**src/rtl/feature_map_streamer.sv**
```systemverilog
`default_nettype none
// ============================================================================
// Module   : feature_map_streamer
// Brief    : Reads an image from memory in raster order and streams it to the
//            convolution input; FEEDER_FLUSH_EN appends Flush_Count zero pixels.
// Revision : 1.0
// ============================================================================
module feature_map_streamer #(
  parameter int IMG_Width   = 4,
  parameter int IMG_Height  = 4,
  parameter int Datawidth   = 32,
  parameter int Addrwidth   = 16,
  parameter int Flush_Count = IMG_Width + 1
) (
  input  logic                 CLK,
  input  logic                 CLR,
  input  logic                 Start,
  input  logic [Addrwidth-1:0] Base_Addr,
  input  logic                 Hold,
  output logic                 Mem_RdEn,
  output logic [Addrwidth-1:0] Mem_Addr,
  input  logic [Datawidth-1:0] Mem_Data,
  output logic [Datawidth-1:0] Out,
  output logic                 Valid_OUT,
  output logic                 Busy,
  output logic                 Done
);

  typedef enum logic [1:0] {
    IDLE   = 2'd0,
    READ   = 2'd1,
    FLUSH  = 2'd2,
    FINISH = 2'd3
  } state_t;

  localparam int                 c_NUM_PIX  = IMG_Width * IMG_Height;
  localparam int                 c_PIX_W    = (c_NUM_PIX > 1) ? $clog2(c_NUM_PIX) : 1;
  localparam logic [c_PIX_W-1:0] c_LAST_PIX = c_PIX_W'(c_NUM_PIX - 1);

`ifdef FEEDER_FLUSH_EN
  localparam int                c_FL_W      = (Flush_Count > 1) ? $clog2(Flush_Count) : 1;
  localparam logic [c_FL_W-1:0] c_LAST_FL   = c_FL_W'(Flush_Count - 1);
  localparam state_t            c_AFTER_RD  = (Flush_Count > 0) ? FLUSH : FINISH;
  logic [c_FL_W-1:0]            r_flush_cnt;
`else
  localparam state_t            c_AFTER_RD  = FINISH;
`endif

  state_t               r_state;
  logic [Addrwidth-1:0] r_addr;
  logic [c_PIX_W-1:0]   r_pix_cnt;
  logic                 r_s1_valid;
  logic                 r_s1_zero;

  // r_addr tracks base + pixel counter directly, so it wraps with the address width
  assign Mem_RdEn = (r_state == READ) && !Hold;
  assign Mem_Addr = r_addr;

  always_ff @(posedge CLK) begin
    if (CLR) begin
      r_state    <= IDLE;
      r_addr     <= '0;
      r_pix_cnt  <= '0;
      r_s1_valid <= 1'b0;
      r_s1_zero  <= 1'b0;
      Out        <= '0;
      Valid_OUT  <= 1'b0;
      Busy       <= 1'b0;
      Done       <= 1'b0;
`ifdef FEEDER_FLUSH_EN
      r_flush_cnt <= '0;
`endif
    end else begin
      Valid_OUT  <= r_s1_valid;
      if (r_s1_valid)
        Out <= r_s1_zero ? '0 : Mem_Data;
      r_s1_valid <= 1'b0;
      r_s1_zero  <= 1'b0;
      Done       <= 1'b0;

      case (r_state)
        IDLE: begin
          Busy <= Start;
          if (Start) begin
            r_state   <= READ;
            r_addr    <= Base_Addr;
            r_pix_cnt <= '0;
          end
        end

        READ: begin
          if (!Hold) begin
            r_s1_valid <= 1'b1;
            r_addr     <= r_addr + Addrwidth'(1);
            r_pix_cnt  <= r_pix_cnt + c_PIX_W'(1);
            if (r_pix_cnt == c_LAST_PIX) begin
              r_state <= c_AFTER_RD;
`ifdef FEEDER_FLUSH_EN
              r_flush_cnt <= '0;
`endif
            end
          end
        end

`ifdef FEEDER_FLUSH_EN
        FLUSH: begin
          if (!Hold) begin
            r_s1_valid  <= 1'b1;
            r_s1_zero   <= 1'b1;
            r_flush_cnt <= r_flush_cnt + c_FL_W'(1);
            if (r_flush_cnt == c_LAST_FL)
              r_state <= FINISH;
          end
        end
`endif

        // Entered on the edge that issued the last beat, so stage 1 holds it now
        FINISH: begin
          Done    <= 1'b1;
          r_state <= IDLE;
        end

        default: r_state <= IDLE;
      endcase
    end
  end

endmodule
`default_nettype wire

```
**config.mk**
```make
export PLATFORM = sky130hd
export DESIGN_NAME = feature_map_streamer
export DESIGN_NICKNAME = d
export VERILOG_FILES = /design/src/rtl/feature_map_streamer.sv
export SDC_FILE = /design/constraint.sdc
export NUM_CORES = 1
export LEC_CHECK = 0
export ABC_AREA = 1
export BUFFER_PORTS_ARGS = -buffer_cell sky130_fd_sc_hd__buf_2
export CAP_MARGIN = 20
export CORE_ASPECT_RATIO = 1.75
export CORE_MARGIN = 2
export CORE_UTILIZATION = 43
export DETAILED_ROUTE_END_ITERATION = 8
export HOLD_SLACK_MARGIN = 0.1
export PLACE_DENSITY = 0.75
export SYNTH_ARGS = -nofsm -noshare
export SYNTH_HDL_FRONTEND = slang
export SYNTH_SLANG_ARGS = --single-unit
```
**constraint.sdc**
```tcl
create_clock -name CLK -period 1.3 [get_ports CLK]
set_input_delay 0.13 -clock CLK [delete_from_list [all_inputs] [get_ports CLK]]
set_output_delay 0.13 -clock CLK [all_outputs]
set_load 0.01 [all_outputs]
```
==> impl_metrics.toml <==
[outcome]
status = "finished, violations left"
violations = "negative setup slack"

[detailed_routing]
drt_pass1_iterations = 4
wl_mm = 8.10
drc = 0
drt_iter0_drc = 158
via_per_inst = 4.94
wl_per_cell_um = 13.5
ant_nets = 0
dr_total_vias = 2967

[worst_setup_path]
worst_setup_path_start_kind = "flop"
path_cells = "nor2_4 -> nand2_2 -> buf_6 -> inv_2 -> buf_6"
crit_top_cell = "buf_6"
required_ps = 1170
cpPeakStageDelay_ps = 340
crit_type = "reg2out"
crit_family = "flip-flops"
crit_arrival_ps = 1180
path_buf_inv = 3
cpMaxStageDelayCell = "dfxtp_2"
endpoint_kind = "output port"
worst-path-max-fanout = 4

[synth]
ys_seq_area_share_pct = 46.5
postSynthCellCount = 348
synth_cell_types = 26
syn-num-nets = 402
netlist_area_sq_um = 2500
ys_seq_elements = 58
ys.warnings.count = 0
syn_area_per_cell_sq_um = 7.18

[floorplanning]
dieArea_sq_um = 6460
placeableCoreArea_sq_um = 5590
start_util_pct = 44.7
die_x_um = 61.6
rows = 36
pin_count = 104
die_h_um = 105

[place]
place_congestion = 0.898
numPortBuffers = 103
hpwl_mm = 4.95
placedCellCount = 538

[timing]
tns_ps = -5.86
fin_crit_ps = 1310
rsz0062_at_grt = "yes"
setup_viol = 1
setup_ws_ps = -5.86
period_share_pct = 100
skew_ps = 6.90
fmax_mhz = 766
report.final.slew_viol_count = 0
tightest_slew_ps = 286
slew_headroom_pct = 80.9
hold_viol = 0

[global_routing]
grt-ovfl-total = 0
grt_pass1_wl_mm = 12.7
grt_use_total_pct = 25.8
grt_pass1_vias = 2957
grt_max_degree = 47
grt_antenna_before_repair = 0

[clock_network]
insertion_delay_ps = 340
numCtsBuffers = 9
clk_pin_slew_worst_paths_ps = 60
htreeDepth = 3
root_buffer = "clkbuf_8"
clock-sinks = 58
cts_tree = "yes"
clock_path_buffers = 2

[cells_and_area]
fin_nets = 574
postLayoutCoreUtil_pct = 73.5
area_delta_synth_final_pct = 64.3
drive_above_1_share_pct = 36.2
seq_area_sq_um = 1180
fin_cells = 601
multi_input_area_sq_um = 1270
diodes = 0
nFillCells = 438

[pwr]
ir_drop_v = 0.000857
power.density_nw_per_um2 = 1200
p_leak_uw = 0.00199

[flow_run]
maxCapViolations = 0

[worst_hold_path]
hp-class = "in2reg"
==> cell families after synthesis <==
| kind of cell | count (synthesis) | share of synthesized area, % |
|---|---|---|
| adders and majority gates | 2 | 1.00 |
| buffers and inverters | 34 | 5.71 |
| AOI/OAI and AO/OA | 80 | 16.4 |
| DFF | 58 | 46.5 |
| xor gates and xnor gates | 7 | 2.45 |
| and+or+nand+nor | 167 | 27.9 |
==> synthesized netlist by cell type <==
| master | instances | area [sq um] |
|---|---|---|
| or2_2 | 1 | 6.26 |
| nand4_1 | 7 | 43.8 |
| a31oi_1 | 2 | 12.5 |
| ha_1 | 2 | 25.0 |
| clkbuf_1 | 9 | 33.8 |
| nor2_2 | 4 | 25.0 |
| o21bai_1 | 3 | 22.5 |
| nand2_4 | 1 | 11.3 |
| o21ai_0 | 47 | 235 |
| nor3_1 | 1 | 5.00 |
| nand2_1 | 43 | 161 |
| nor2_1 | 91 | 342 |
| buf_1 | 3 | 11.3 |
| xnor2_1 | 3 | 26.3 |
| inv_2 | 2 | 7.51 |
| buf_2 | 3 | 15.0 |
| xor2_1 | 4 | 35.0 |
| o21ai_1 | 1 | 5.00 |
| buf_4 | 1 | 7.51 |
| nand3_1 | 16 | 80.1 |
| nor2_4 | 1 | 11.3 |
| nand2_2 | 2 | 12.5 |
| inv_1 | 15 | 56.3 |
| buf_6 | 1 | 11.3 |
| dfxtp_1 | 58 | 1160 |
| a21oi_1 | 27 | 135 |
==> layer usage <==
metal  routed length, um  global-route usage (%)
met4                 198                    11.2
met2                4400                    46.6
met1                3030                    26.8
met3                 476                    5.32
met5                   0                       0
==> report_power, final <==
part	switching [uW]	internal, uW
clock	728	1370
combinational	418	422
sequential	95.4	1890
==> worst register-to-register path, delay by kind of cell, from the launching register on <==
| family | cells | cell delay [ps] |
|---|---|---|
| fa+ha+maj | 1 | 150 |
| flops | 1 | 370 |
| compound gates | 2 | 210 |
| simple gates | 5 | 430 |
==> area by class of cell <==
type / instances / share of cell area [%]
Inverter: 17 / 1.68
Clock buffer: 11 / 3.69
Tap cell: 76 / 2.32
Multi-Input combinational cell: 256 / 31.0
Sequential cell: 58 / 28.8
Clock inverter: 5 / 2.44
Timing Repair Buffer: 178 / 30.0
==> cell usage in the layout (no fill, tap or decap), drive strengths merged, types with 4 or more instances in the layout <==
cell / count
dfxtp: 58
clkbuf: 11
xor2: 4
a21oi: 27
dlygate4sd3: 42
inv: 17
buf: 136
nor2: 96
o21ai: 48
nand3: 16
nand2: 46
nand4: 7
==> metrics by stage <==
step	worst slack, ps	hold WS (ps)	area, sq um	total power, uW
after floorplan	36.4	199	2500	2350
after global placement	0.821	350	3270	2670
after detailed placement	-49.4	357	3270	2680
after CTS	-39.5	147	4020	4930
after global routing	-59.0	162	4110	5150
final	-5.86	158	4110	4920
==> flip-flops by register name, summed over array words and instances, names as in the netlist <==
name,flops
Busy,1
Done,1
Mem_Addr,16
Out,32
Valid_OUT,1
r_pix_cnt,4
r_s1_valid,1
r_state,2
==> repair_timing <==
| item | CTS | global route |
|---|---|---|
| pin swaps | 5 | 14 |
| hold endpoints to repair | 42 | 0 |
| hold buffers | 42 | 0 |
| resized for setup | 14 | 28 |
| setup buffers | 4 | 1 |
| setup endpoints to repair | 8 | 15 |
| gates cloned | 0 | 0 |
==> worst paths after layout <==
kind | start | end | slack, ps | cells after the start
setup / recovery | r_state[1] | Mem_RdEn | -6 | 5
hold / removal | CLR | r_state[0] | 160 | 3
setup reg to reg | Mem_Addr[0] | Mem_Addr[10] | 40 | 8
hold reg to reg | Busy | Busy | 480 | 2
Note: power is estimated with default switching activity, not from simulation.
